===== src/rtl/result_writer_pkg.sv =====
// Shared types for the PE result path: writer FSM states and the packed
// 4x8-bit result word layout (r0 in the most significant byte).
package result_writer_pkg;

    typedef enum logic [1:0] {
        IDLE     = 2'd0,
        WAIT_RES = 2'd1,
        WRITE    = 2'd2,
        DONE     = 2'd3
    } rw_state_t;

    localparam int RES_BYTES  = 4;
    localparam int RES_BYTE_W = 8;
    localparam int RES_W      = RES_BYTES * RES_BYTE_W;

    typedef struct packed {
        logic [RES_BYTE_W-1:0] r0;
        logic [RES_BYTE_W-1:0] r1;
        logic [RES_BYTE_W-1:0] r2;
        logic [RES_BYTE_W-1:0] r3;
    } res_word_t;

    // Zero every byte whose sign bit is set; non-negative bytes pass through.
    function automatic logic [RES_W-1:0] relu_word(input logic [RES_W-1:0] w);
        logic [RES_W-1:0] r;
        r = w;
        for (int i = 0; i < RES_BYTES; i++) begin
            if (w[i*RES_BYTE_W + RES_BYTE_W-1])
                r[i*RES_BYTE_W +: RES_BYTE_W] = '0;
        end
        return r;
    endfunction

endpackage


===== src/rtl/out_addr_counter.sv =====
// Per-frame word counter with terminal-count flag; clr wins over en.
module out_addr_counter #(
    parameter int W     = 8,
    parameter int COUNT = 16
) (
    input  logic         clk,
    input  logic         rst,
    input  logic         clr,
    input  logic         en,
    output logic [W-1:0] valOut,
    output logic         last
);

    localparam logic [W-1:0] LAST_VAL = W'(COUNT - 1);

    always_ff @(posedge clk or posedge rst) begin
        if (rst)
            valOut <= '0;
        else if (clr)
            valOut <= '0;
        else if (en)
            valOut <= valOut + W'(1);
    end

    assign last = (valOut == LAST_VAL);

endmodule


===== src/rtl/result_writer.sv =====
// Drains packed PE result words into output memory, one word per
// handshake, at consecutive addresses starting from BASE_ADDR.
module result_writer
    import result_writer_pkg::*;
#(
    parameter int ADDR_W     = 8,
    parameter int BASE_ADDR  = 0,
    parameter int WORD_COUNT = 16,
    parameter int RELU       = 0
) (
    input  logic              clk,
    input  logic              rst,
    input  logic              start,
    input  logic [RES_W-1:0]  resIn,
    input  logic              resValid,
    output logic              resAck,
    output logic              memWe,
    output logic [ADDR_W-1:0] memAddr,
    output logic [RES_W-1:0]  memData,
    input  logic              memReady,
    output logic              busy,
    output logic              done
);

    localparam logic [ADDR_W-1:0] BASE = ADDR_W'(BASE_ADDR);

    rw_state_t         state, state_nxt;
    logic [RES_W-1:0]  dataReg;
    logic [ADDR_W-1:0] wordCnt;
    logic              cntLast;
    logic              cntClr;
    logic              cntEn;

    always_ff @(posedge clk or posedge rst) begin
        if (rst)
            state <= IDLE;
        else
            state <= state_nxt;
    end

    always_ff @(posedge clk or posedge rst) begin
        if (rst)
            dataReg <= '0;
        else if (state == WAIT_RES && resValid)
            dataReg <= (RELU != 0) ? relu_word(resIn) : resIn;
    end

    always_comb begin
        state_nxt = state;
        case (state)
            IDLE:     if (start)    state_nxt = WAIT_RES;
            WAIT_RES: if (resValid) state_nxt = WRITE;
            WRITE:    if (memReady) state_nxt = cntLast ? DONE : WAIT_RES;
            DONE:                   state_nxt = IDLE;
            default:                state_nxt = IDLE;
        endcase
    end

    // Counter holds on the last word; it is cleared by the next start.
    assign cntClr = (state == IDLE) && start;
    assign cntEn  = (state == WRITE) && memReady && !cntLast;

    out_addr_counter #(
        .W     (ADDR_W),
        .COUNT (WORD_COUNT)
    ) u_cnt (
        .clk    (clk),
        .rst    (rst),
        .clr    (cntClr),
        .en     (cntEn),
        .valOut (wordCnt),
        .last   (cntLast)
    );

    always_comb begin
        resAck  = 1'b0;
        memWe   = 1'b0;
        memAddr = '0;
        memData = '0;
        busy    = (state != IDLE);
        done    = (state == DONE);
        if (state == WAIT_RES)
            resAck = resValid;
        if (state == WRITE) begin
            memWe   = 1'b1;
            memAddr = BASE + wordCnt;
            memData = dataReg;
        end
    end

endmodule


===== config.mk =====
export PLATFORM = sky130hd
export DESIGN_NAME = result_writer
export DESIGN_NICKNAME = d
export VERILOG_FILES = /design/src/rtl/result_writer_pkg.sv /design/src/rtl/out_addr_counter.sv /design/src/rtl/result_writer.sv
export SDC_FILE = /design/constraint.sdc
export NUM_CORES = 1
export LEC_CHECK = 0
export CELL_PAD_IN_SITES_DETAIL_PLACEMENT = 0
export CELL_PAD_IN_SITES_GLOBAL_PLACEMENT = 2
export CORE_UTILIZATION = 29
export CTS_CLUSTER_SIZE = 10
export DETAILED_ROUTE_END_ITERATION = 8
export PLACE_DENSITY = 0.95
export SYNTH_ARGS = -nofsm -noshare
export SYNTH_HDL_FRONTEND = slang
export SYNTH_SLANG_ARGS = --single-unit

===== constraint.sdc =====
create_clock -name clk -period 4.1 [get_ports clk]
set_clock_uncertainty 0.2 [all_clocks]
set_input_delay 1.23 -clock clk [delete_from_list [all_inputs] [get_ports clk]]
set_output_delay 1.23 -clock clk [all_outputs]
set_load 0.005 [all_outputs]

== Word level (Yosys, flattened, before mapping) ==
Index checks and enable logic that the tools add are counted.

* Register bits: 42
* Input port bits: 37

* $add $sub $neg: 1
* Equality and inequality tests: 7
* Multiplexer cells: 11
* Reductions and logical operators: 9

{| class="wikitable"
|+ Operators with widths
! cell !! count
|-
| 2-to-1 mux 32 bit || 1
|-
| 2-to-1 mux 8 bit || 3
|-
| adder 8 x 1 -> 8 bit (second input constant) || 1
|-
| equality test 8 x 4 -> 1 bit (second input constant) || 1
|-
| 2-to-1 mux 2 bit || 4
|-
| one-hot mux 2 bit (4 select lines) || 1
|-
| != test 2 bit (second input constant) || 3
|-
| equality test 2 bit (second input constant) || 2
|-
| logical AND 1 bit || 4
|-
| nonzero test 2 bit || 2
|-
| AND reduction 3 bit || 1
|-
| equality test 2 x 1 -> 1 bit (second input constant) || 1
|-
| logical NOT 2 bit || 1
|-
| 2-to-1 mux 1 bit || 2
|-
| logical NOT 1 bit || 1
|}

== Logic depth before layout (Yosys ltp) ==
Gate-level depths: netlist of the first run.

* Depth in word-level cells: 5
* Gate-level depth with buffers: 5
* Depth with buffers taken out: 4

== Hierarchy ==
From an unflattened synthesis of the first run, not the netlist that was laid out.

* Cell total of the unflattened synthesis: 168
* Area, all modules: 2069.5 µm²

{| class="wikitable"
|+ By module, submodules not included
! module !! instances !! cells an instance !! area each (µm²) !! sequential area each (µm²)
|-
| result_writer || 1 || 128 || 1661.6 || 850.8
|-
| out_addr_counter || 1 || 40 || 407.9 || 200.2
|}

== Least setup slack after synthesis of the first run ==
OpenSTA, ideal clock, no wires.

* Path kind: in2out
* Start: in resValid
* End: out resAck
* Data arrival time: 1582 ps
* Required time: 2670 ps
* Path slack: 1088 ps
* Stages on the path: 3
* Cell sequence: nand3b_4 buf_2 inv_2

* Cells in the longest elaborated chain, start to end: 1

{| class="wikitable"
|+ RTL lines
! what !! line !! RTL
|-
| from (decl) || result_writer.sv:15 || <nowiki>input logic resValid,</nowiki>
|-
| 2-to-1 mux 1 bit || result_writer.sv:82 || <nowiki>if (state == WAIT_RES)</nowiki>
|-
| to (decl) || result_writer.sv:16 || <nowiki>output logic resAck,</nowiki>
|}

Every way passes these cells.

== Worst setup path after layout of the first run ==
Same ends and word-level chain as after synthesis.

==> results of run 1 <==
[synth_stat cells, types with 2 or more instances]
cell type / number / area share [%]
a211oi_1: 2 / 0.73
nor4_1: 2 / 0.61
nand2_1: 8 / 1.5
or4_1: 2 / 0.73
dfrtp_1: 42 / 51
and2_1: 41 / 12
mux2_1: 32 / 17
mux2i_1: 4 / 1.9
o21ai_1: 2 / 0.49
o21ai_0: 3 / 0.73
buf_2: 4 / 0.97
clkbuf_1: 5 / 0.91
nand3_1: 2 / 0.49
nand3b_4: 2 / 1.9
a21oi_1: 3 / 0.73
inv_1: 4 / 0.73
[cell type report]
type | count | area, sq um
Multi-Input combinational cell | 118 | 951
Tap cell | 96 | 120
Fill cell | 677 | 3760
Timing Repair Buffer | 83 | 823
Clock inverter | 3 | 40.0
Sequential cell | 42 | 1050
Inverter | 5 | 18.8
Clock buffer | 5 | 68.8
[path summary, 6_finish.rpt]
path | start | slack (ns) | endpoint
min | dataReg[8] | 0.28 | dataReg[8]
max reg2reg | state[1] | 2.30 | dataReg[9]
min reg2reg | dataReg[8] | 0.28 | dataReg[8]
max | resValid | 0.27 | resAck
max in group asynchronous | rst | 1.91 | dataReg[23]
min in group asynchronous | rst | 1.24 | dataReg[12]
[stage by stage]
stage / hold WS [ns] / power [mW] / instance area [sq um] / std cells
after floorplan: 0.256 / 1.02 / 2060 / 174
after global placement: 0.265 / 1.31 / 2960 / 344
after detailed placement: 0.273 / 1.34 / 2960 / 344
after CTS: 0.291 / 1.67 / 3070 / 352
after global routing: 0.308 / 1.76 / 3070 / 352
final: 0.282 / 1.63 / 3070 / 352
[routing by layer]
| layer | share of wire (%) | vias up |
|---|---|---|
| li1 | - | 759 |
| met1 | 42 | 743 |
| met2 | 51 | 45 |
| met3 | 6.6 | 5 |
| met4 | 1.0 | 0 |
| met5 | 0 | - |
[state kept, by name (all words and copies together) (netlist names)]
register	cells
dataReg	32
state	2
u_cnt.valOut	8
[power breakdown]
part	leakage, nW	switching, mW	total (mW)	internal [mW]
logic	0.735	0.230	0.616	0.386
clock network	0.0579	0.142	0.321	0.179
registers	0.512	0.0983	0.692	0.594
total	1.30	0.471	1.63	1.16
[logic make-up after synthesis]
kind of cell    synth area share (%)
simple gates                    21.4
flops                           51.0
mux                             19.4
buf+inv                         2.79
fa+ha+maj                      0.607
compound gates                  4.68
==> impl_metrics.csv, run 1 <==
group,metric,value,unit
synthesis,synth-seq-cells,42,
synthesis,netlist_area,0.00206,sq mm
placed_design,dp_hpwl,3140,um
clock_tree,cts_max_level,2,
placed_design,post-place-ws,0.269,ns
clock_tree,clockBufferDepth,2,
power_and_ir_drop,leakage,1.30,nW
placed_design,gp_congestion,0.707,
route,routed_wl,4460,um
sta,fmax,261,MHz
global_routing,grt_use_total,12.9,%
critical_path,start_kind,"input pin",
run,drv_cap,0,
die,die_y,86.3,um
synthesis,synth-edff-count,0,
power_and_ir_drop,irDropWorstVdd,0.000255,V
sta,tightest_slew,0.885,ns
synthesis,synth_cell_types,32,
clock_tree,post_cts_resized,0,
die,die-area,0.00744,sq mm
critical_path,cp.depth,4,
global_routing,grt_max_degree,43,
sta,setup_tns,0,ns
clock_tree,cts_tree,"built",
critical_path,crit_arrival,2.40,ns
finish,n_antenna_cell,0,
synthesis,synthArstFlopShare,100,%
global_routing,grt_use_met2,22.2,%
critical_path,critPathBufInv,3,
global_routing,grt_use_met1,15.2,%
worst_hold_path,hold_path.class,"reg -> reg",
route,drc,0,
critical_path,cp_common_cell,"clkdlybuf4s50_1",
synthesis,syn_avg_cell_area,11.8,sq um
global_routing,grt_pass1_wl,7500,um
route,antenna_left,0,
sta,worst_slack,0.272,ns
critical_path,cp_max_fo,2,
global_routing,use_met3,4.10,%
sta,hold_viol_final,0,
global_routing,first_global_vias,1599,
finish,post_route_cells_drive_above_1_share,7.81,%
clock_tree,clkTransAtPathRegs,0.08,ns
power_and_ir_drop,power_density,530,mW/mm^2
synthesis,synth_flop_cell,"dfrtp_1",
placed_design,io_buffers,80,
die,coreArea,0.00683,sq mm
route,via_per_inst,4.41,
route,first_pass_iters,4,
route,wl_per_cell,12.7,um
synthesis,syn-num-nets,212,
finish,nNetsFinal,293,
route,vias,1552,
clock_tree,insertion_delay,0.29,ns
critical_path,crit_path_end_kind,"primary output",
die,initial_utilization,30.1,%
die,die_w,86.3,um
critical_path,cp.required,2.67,ns
route,drt_iter0_drc,28,
critical_path,worst_path_largest_cell_delay,0.52,ns
critical_path,path_class,"in -> out",
finish,utilization,45.0,%
sta,period_minus_slack,3.83,ns
synthesis,yosysWarnings,0,
sta,setup-violations-final,0,
clock_tree,cts_root_buffer,"clkbuf_8",
critical_path,path_cells,"clkdlybuf4s50_1 -> nand3b_4 -> inv_2 -> clkdlybuf4s50_1",
critical_path,cp_top_family,"buffers and inverters",
die,num_rows,30,
clock_tree,postCtsSetupRepairBufs,0,
sta,rsz0062_at_grt,"false",
sta,slew_viol_final,0,
sta,relSlewSlack,40.9,%
run_status,status,"finished clean",
sta,fin_crit_sh,93.4,%
clock_tree,cts_buffers,5,
synthesis,ys_seq_area_share,51.0,%
synthesis,synth_cells,174,
global_routing,top_usage_layer,"met2",
clock_tree,cts_hold_buf,0,
worst_hold_path,worstHoldPathCells,1,
global_routing,grt_overflow_total,0,
die,num_io_pins,81,
clock_tree,cts_sinks,42,
global_routing,antenna_found_initial,0,
finish,layout_common_cells,"80 x clkdlybuf4s50_1, 42 x dfrtp_1, 41 x and2_1, 32 x mux2_1, 8 x nand2_1",
finish,area_growth,49.2,%
critical_path,critPathSlowestCell,"clkdlybuf4s50_1",
critical_path,worst-r2r-cell-count,3,
finish,final_common_cell,"clkdlybuf4s50_1",
Note: power is estimated with default switching activity, not from simulation.
==> run 2: changes to the inputs <==
Settings changed: ABC_AREA set to 0.
==> results of run 2 <==
Final layout, timing and power as in run 1 (identical DEF).
==> run 3: changes to the inputs <==
Settings changed: CORE_ASPECT_RATIO set to 2.
==> run 3 against run 2 <==
Utilization grew 0.15 points. Combinational power decreased by 1%. Largest power group unchanged. Clock power rose by 23%. Sequential power down 0.6%. Non-clock buffer count unchanged. Maximum frequency fell by 0.57%.
==> impl_metrics.csv, run 3 (synthesis gave the netlist of run 1 again) <==
group,metric,value,unit
critical_path,crit_start,"resValid",
route,first_pass_iters,3,
route,via_per_inst,4.51,
sta,setup-violations-final,0,
power_and_ir_drop,irDropWorstVdd,0.000297,V
global_routing,grt_pass1_wl,7320,um
clock_tree,cts_sinks,42,
finish,n_antenna_cell,0,
power_and_ir_drop,power_density,544,mW/mm^2
sta,fin_crit_sh,93.9,%
placed_design,gp_congestion,0.774,
die,die_w,61.6,um
die,die-area,0.00746,sq mm
placed_design,io_buffers,80,
global_routing,grt_max_degree,40,
power_and_ir_drop,leakage,1.32,nW
clock_tree,cts_tree,"built",
clock_tree,postCtsSetupRepairBufs,0,
sta,fmax,260,MHz
finish,largest_register_ff_count,32,
sta,tightest_slew,0.790,ns
finish,final_common_cell,"clkdlybuf4s50_1",
worst_hold_path,hold_path.class,"reg -> reg",
global_routing,antenna_found_initial,0,
route,routed_wl,4620,um
clock_tree,post_cts_resized,0,
critical_path,rrSetupSlack,2.33,ns
placed_design,post-place-ws,0.236,ns
critical_path,critPathCapture,"resAck",
clock_tree,insertion_delay,0.28,ns
die,coreArea,0.00689,sq mm
sta,setup_tns,0,ns
clock_tree,cts_max_level,2,
finish,regMostFlops,"dataReg",
finish,post_route_cells_drive_above_1_share,7.42,%
global_routing,grt_overflow_total,0,
critical_path,reg2reg_from,"state[1]",
worst_hold_path,holdCritStartpoint,"dataReg[5]",
clock_tree,cts_hold_buf,0,
sta,period_minus_slack,3.85,ns
route,wl_per_cell,13.3,um
finish,reg_top3,"dataReg: 32 flops, u_cnt.valOut: 8 flops, state: 2 flops",
finish,area_growth,50.9,%
critical_path,cp_max_fo,2,
run,drv_cap,0,
sta,worst_slack,0.250,ns
sta,slew_viol_final,0,
die,die_y,121,um
global_routing,grt_use_total,13.4,%
finish,fillers,727,
finish,nNetsFinal,293,
run_status,status,"finished clean",
critical_path,rr_endpoint,"dataReg[4]",
clock_tree,clockBufferDepth,2,
die,num_io_pins,81,
route,drc,0,
critical_path,crit_path_end_kind,"primary output",
global_routing,grt_use_met1,12.6,%
power_and_ir_drop,finalPower,1.69,mW
critical_path,worst-r2r-cell-count,3,
global_routing,first_global_vias,1555,
global_routing,use_met3,2.56,%
clock_tree,cts_buffers,5,
global_routing,grt_use_met2,25.2,%
finish,layout_common_cells,"80 x clkdlybuf4s50_1, 42 x dfrtp_1, 41 x and2_1, 32 x mux2_1, 8 x nand2_1",
route,vias,1560,
die,initial_utilization,29.9,%
die,num_rows,43,
global_routing,top_usage_layer,"met2",
sta,rsz0062_at_grt,"false",
clock_tree,clkTransAtPathRegs,0.05,ns
clock_tree,cts_root_buffer,"clkbuf_16",
critical_path,cp.required,2.67,ns
critical_path,start_kind,"input pin",
placed_design,dp_hpwl,3570,um
critical_path,path_class,"in -> out",
sta,relSlewSlack,47.0,%
route,antenna_left,0,
route,drt_iter0_drc,26,
sta,hold_viol_final,0,
critical_path,crit_arrival,2.42,ns
-- run 3: worst min-delay path by stage --
stage                        endpoint  cells past startpoint
after detailed placement   dataReg[9]                      1
final                      dataReg[5]                      1
after global placement    dataReg[30]                      1
after CTS                  dataReg[9]                      1
after floorplan            dataReg[0]                      1
after global routing      dataReg[22]                      1
-- run 3: area by class of cell --
| type | count | area (sq um) | share of cell area (%) |
|---|---|---|---|
| multi-input cells | 118 | 951 | 30.6 |
| clock inverters | 2 | 12.5 | 0.403 |
| clock buffers | 6 | 139 | 4.47 |
| inverters | 5 | 18.8 | 0.604 |
| repair buffers | 83 | 823 | 26.5 |
| well taps | 90 | 113 | 3.62 |
| flip-flops and latches | 42 | 1050 | 33.8 |
-- run 3: metrics by stage --
step / util, % / hold slack [ns] / std cells / cell area, sq um
6_report: 45.1 / 0.279 / 346 / 3110
5_1_grt: 45.1 / 0.292 / 346 / 3110
4_1_cts: 45.1 / 0.285 / 346 / 3110
3_5_place_dp: 42.9 / 0.273 / 338 / 2960
3_3_place_gp: 42.9 / 0.265 / 338 / 2960
2_1_floorplan: - / 0.256 / 174 / 2060
-- run 3: routing by layer --
metal,wire (um),share of wire [%]
met1,1560,34
met2,2690,58
met3,203,4.4
met4,166,3.6
met5,0,0
-- run 3: power breakdown --
part           total [mW]  internal [mW]  switching [mW]  leakage [nW]
clock network       0.394          0.241           0.154        0.0729
registers           0.688          0.595          0.0926         0.512
logic               0.607          0.381           0.226         0.731
-- run 3: worst max-delay path, stage by stage --
cell,delay (ns)
clkdlybuf4s50_1,0.52
nand3b_4,0.09
inv_2,0.07
clkdlybuf4s50_1,0.51
==> RTL edit 1, RTL diff (config.mk and constraints of run 2) <==
`ADDR_W`: 8 -> 9.
--- a/src/rtl/result_writer.sv
+++ b/src/rtl/result_writer.sv
@@ -4,5 +4,5 @@
     import result_writer_pkg::*;
 #(
-    parameter int ADDR_W     = 8,
+    parameter int ADDR_W     = 9,
     parameter int BASE_ADDR  = 0,
     parameter int WORD_COUNT = 16,
Interface: changed (resized memAddr); port bits go from 81 to 82. The function was not compared with the original's and may differ.
==> RTL edit 1 against run 2 <==
Via count increased by 4.6%; wire length increased by 5.7%; synthesized area increased by 0.85%; power increased by 1.9%; cell area increased by 1.1%; core utilization increased by 0.26 points; sequential cell count increased by 1; global-route usage increased by 0.87 points; maximum frequency decreased by 3.2%; worst setup slack got worse by 0.13 ns; highest routed layer unchanged.
==> RTL edit 1: results (changes against run 2) <==
* Worst Hold End: dataReg[19]
* Setup WS pre-CTS at 0.149 ns (-0.120 ns)
* DR WL met2 at 2190 um (-3.1%)
* CP Data Arrival Time at 2.52 ns (+0.12 ns)
* Net count of the finished layout at 299 (+2.0%)
* Sequential share of the synthesized area at 0.518 (+0.00774)
* Post-synth cell types at 34 (+6.3%)
* Global-route wire length before repair at 7890 um (+5.1%)
* Measured slew at the worst slew-check pin at 0.902 ns (+0.0169 ns)
* Hold Startpoint: dataReg[19]
* H-tree depth at 2 (unchanged)
* Filler Cell Count at 680 (+0.44%)
* Largest net degree at the start of global routing at 44 (+2.3%)
* Maximum vdd ir drop at 377 uV (+48%)
* Status: completed
* Reg2Reg Setup Slack at 2.21 ns (-0.09 ns)
* Hpwl dp at 3290 um (+4.9%)
* Crit Reg-Reg Endpoint: u_cnt.valOut[7]
* Vias in the first global route at 1641 (+2.6%)
* Vias/cell at 4.53 (+2.8%)
* Share of cells above drive strength 1 at 0.191 (+0.113)
* Met3 usage at 0.0486 (+0.00762)
* Most common library cells after synthesis: dfrtp_1, and2_1, mux2_2, inv_1, nand2_1
* Syn_nets at 217 (+2.4%)
* Antenna violations before repair at 0 (unchanged)
* M1 WL at 2150 um (+16%)
* Reg2Reg Launch Point: state[0]
* Routability congestion estimate at 0.795 (+12%)
* Largest registers: dataReg x32, u_cnt.valOut x9, state x2
* Total GRT Usage at 0.137 (+0.00871)
* Met2 Resource Use GR at 0.213 (-0.00938)
* IO Port Bufs at 81 (+1.3%)
* DR iter-0 viols at 60 (+110%)
* Synth top area cells: dfrtp_1, mux2_2, and2_1
* Met1 Track Usage GR at 0.181 (+0.0287)
* Main synth FF type: dfrtp_1
* Routed len/inst at 13.2 um (+3.9%)
* Routed wl met3 at 330 um (+13%)
* Worst skew pair latency at 0.29 ns (about the same)
* Reported leakage power at 1.27 nW (-2.5%)
* Drt pass-1 iters at 4 (unchanged)
-- RTL edit 1: logic make-up after synthesis --
| group | Yosys count | share of synthesized area |
|---|---|---|
| buffers and inverters | 16 | 0.0307 |
| and+or+nand+nor | 66 | 0.195 |
| adders and majority gates | 1 | 0.00602 |
| muxes | 36 | 0.193 |
| DFF | 43 | 0.518 |
| AOI/OAI and AO/OA | 17 | 0.0578 |
-- RTL edit 1: worst max-delay path by stage --
stage                     depth (start not counted)  slack, ns  endpoint     start
after floorplan                                   5       0.79    resAck  resValid
after global placement                            5       0.16    resAck  resValid
after detailed placement                          5       0.15    resAck  resValid
after CTS                                         5       0.14    resAck  resValid
after global routing                              5       0.09    resAck  resValid
final                                             5       0.15    resAck  resValid
-- RTL edit 1: worst max-delay path, cell delays in order --
cell and delay [ns]:
clkdlybuf4s50_1 0.45, nand2_1 0.06, or2_1 0.24, inv_1 0.06, clkdlybuf4s50_1 0.49
-- RTL edit 1: through the flow --
stage	hold slack, ns	instances	util	cell area, um2	total power, mW
2_1_floorplan	0.271	179	-	2080	1.06
3_3_place_gp	0.279	350	0.437	3000	1.36
3_5_place_dp	0.285	350	0.437	3000	1.39
4_1_cts	0.304	358	0.452	3110	1.69
5_1_grt	0.313	358	0.452	3110	1.79
6_report	0.300	358	0.452	3110	1.66
-- RTL edit 1: power breakdown --
group,internal [mW],total (mW),switching (mW)
Combinational,0.427,0.664,0.237
Sequential,0.604,0.697,0.0934
Clock,0.153,0.300,0.147
Total,1.18,1.66,0.477
-- RTL edit 1: layout make-up --
type                            count  area, um2  share of cell area
Sequential cell                    43       1080               0.346
Tap cell                           96        120              0.0386
Clock inverter                      1       7.51             0.00242
Inverter                            8       30.0             0.00966
Clock buffer                        7       96.3              0.0310
Multi-Input combinational cell    120        940               0.302
Timing Repair Buffer               83        838               0.270
==> RTL edit 2, RTL diff (config.mk and constraints of run 2) <==
Made on the original files. Make the reset (`rst`) synchronous in 3 clocked blocks.
--- a/src/rtl/out_addr_counter.sv
+++ b/src/rtl/out_addr_counter.sv
@@ -14,5 +14,5 @@
     localparam logic [W-1:0] LAST_VAL = W'(COUNT - 1);
 
-    always_ff @(posedge clk or posedge rst) begin
+    always_ff @(posedge clk) begin
         if (rst)
             valOut <= '0;
--- a/src/rtl/result_writer.sv
+++ b/src/rtl/result_writer.sv
@@ -32,5 +32,5 @@
     logic              cntEn;
 
-    always_ff @(posedge clk or posedge rst) begin
+    always_ff @(posedge clk) begin
         if (rst)
             state <= IDLE;
@@ -39,5 +39,5 @@
     end
 
-    always_ff @(posedge clk or posedge rst) begin
+    always_ff @(posedge clk) begin
         if (rst)
             dataReg <= '0;
Function: differs if rst is asserted again (counterexample within 4 cycles, from zero or initial values and one cycle with rst high); with rst held inactive, the same outputs for 10 cycles.
==> RTL edit 2 against run 2 <==
First-iteration DRC count rose by 140%; die area fell by 4.9%; hold slack got worse by 0.031 ns; the flow now finishes with violations (DRC); synthesized area is 5.0% lower; sequential cell count is the same; critical path depth unchanged; wire length increased by 7.1%; via count up 20%; largest cell class is now multi-input combinational cells; worst setup slack worse by 0.041 ns; cell area shrank 5.0%; count of clock-buffer cells in the layout is 2 higher.
Power is not compared: it rests on default switching activity, and its combinational part moved more than twofold at a synthesized area within 25%.
==> RTL edit 2: results (changes against run 2) <==
* Status: finished, violations left
* Failing checks: DRC
* Vias in the first global route at 1790 (+12%)
* Worst skew pair latency at 0.29 ns (about the same)
* CP Data Arrival Time at 2.44 ns (+0.04 ns)
* Drt pass-1 iters at 6 (+2)
* Vias at 1864 (+20%)
* Maximum vdd ir drop at 161 uV
* # resized after CTS at 0 (unchanged)
* Most common library cells after synthesis: nand2_1, dfxtp_1, and2_1, a21oi_1, clkbuf_1
* Total GRT Usage at 0.144 (+0.0157)
* Synth Area in XOR/XNOR at 0 (unchanged)
* Number of buffers added for setup after CTS at 0 (unchanged)
* Syn_nets at 284 (+34%)
* CTS max path bufs at 2 (unchanged)
* Worst hold path class: reg -> reg
* Net count of the finished layout at 361 (+23%)
* Drc violations at 12 (+12)
* Global-route wire length before repair at 8230 um (+9.7%)
* Antenna violations before repair at 0 (unchanged)
* Reported leakage power at 1.03 nW
* Mux cell area share after synthesis at 0.0205 (-0.174)
* Post-synth cell types at 35 (+9.4%)
* Placed insts at 393 (+14%)
* Compound-Gate Fraction of Synth Area at 0.129 (+0.0818)
* IO Port Bufs at 80 (unchanged)
* Setup WS post-layout at 0.231 ns (-0.0406 ns)
* Share of cells above drive strength 1 at 0.0648 (-0.0133)
* Crit-path max cell delay at 0.52 ns (about the same)
* # diodes at 0 (unchanged)
* Gate Count Post-Synth at 246 (+41%)
* Routability congestion estimate at 0.758 (+7.2%)
* Setup WS pre-CTS at 0.247 ns (-0.0218 ns)
* Vias/cell at 4.65 (+5.4%)
* Wirelength, routed at 4780 um (+7.1%)
* Clk slew on worst S/H paths at 0.08 ns (about the same)
* DR iter-0 viols at 67 (+140%)
* Reg2Reg Setup Slack at 2.33 ns (+0.03 ns)
* Hpwl dp at 3270 um (+4.2%)
* Slowest CP cell: clkdlybuf4s50_1
* Largest registers: dataReg x32, u_cnt.valOut x8, state x2
* Post-synth ARST share at 0 (-1.00)
* CP top delay family: buffers and inverters
* Ys Warns at 0 (unchanged)
* Clk root buf: clkbuf_8
* Sequential share of the synthesized area at 0.430 (-0.0804)
* Crit-path max FO at 2 (unchanged)
* Main synth FF type: dfxtp_1
* H-tree depth at 2 (unchanged)
* Synth top area cells: dfxtp_1, and2_1, nand2_1
* Num CTS Buffers at 5 (unchanged)
* Post-synthesis adder-cell area fraction at 0.00640 (+0.000323)
* Largest net degree at the start of global routing at 34 (-21%)
* Slew HR at 0.710 (+0.301)
-- RTL edit 2: area by class of cell --
cell class	count	area (um2)
multi-input combinational	184	1030
clock buffer	7	86.3
timing repair buffer	86	846
fill	668	3500
clock inverter	1	5.00
tap	77	96.3
sequential	42	841
inverter	4	15.0
-- RTL edit 2: kinds of logic after synthesis --
logic type / Yosys count
adder cells (fa/ha/maj): 1
buffers and inverters: 20
AO/OA/AOI/OAI: 46
AND/OR/NAND/NOR: 133
multiplexers: 4
flip-flops: 42
-- RTL edit 2: layer usage --
layer / global-route usage / wire, um / up-vias
met5: 0 / 0 / -
met4: 0.0423 / 57 / 0
met3: 0.0396 / 285 / 8
met2: 0.255 / 2250 / 47
met1: 0.171 / 2180 / 849
li1: - / - / 960
-- RTL edit 2: final timing paths --
kind	from	end	depth (start not counted)
max	resValid	resAck	4
min	dataReg[1]	dataReg[1]	2
max reg2reg	u_cnt.valOut[0]	u_cnt.valOut[4]	4
min reg2reg	dataReg[1]	dataReg[1]	2
-- RTL edit 2: tightest hold or removal path: cells and delay by family (launching register included) --
| family | cells | cell delay (ns) |
|---|---|---|
| and+or+nand+nor | 1 | 0.05 |
| AOI/OAI and AO/OA | 1 | 0.05 |
| DFF | 1 | 0.31 |
-- RTL edit 2: metrics by stage --
step | hold slack (ns) | power (mW) | utilization | cell area, um2
finish | 0.250 | 0.795 | 0.455 | 2920
CTS | 0.254 | 0.811 | 0.455 | 2920
detailed placement | 0.243 | 0.533 | 0.440 | 2830
global placement | 0.237 | 0.532 | 0.440 | 2830
floorplan | 0.232 | 0.480 | - | 1960
global route | 0.269 | 0.841 | 0.455 | 2920
-- RTL edit 2: where the power goes --
part / switching (mW) / total [mW] / leakage [nW] / internal (mW)
Combinational: 0.0400 / 0.0937 / 0.641 / 0.0537
Clock: 0.137 / 0.273 / 0.0482 / 0.136
Sequential: 0.00731 / 0.428 / 0.341 / 0.421
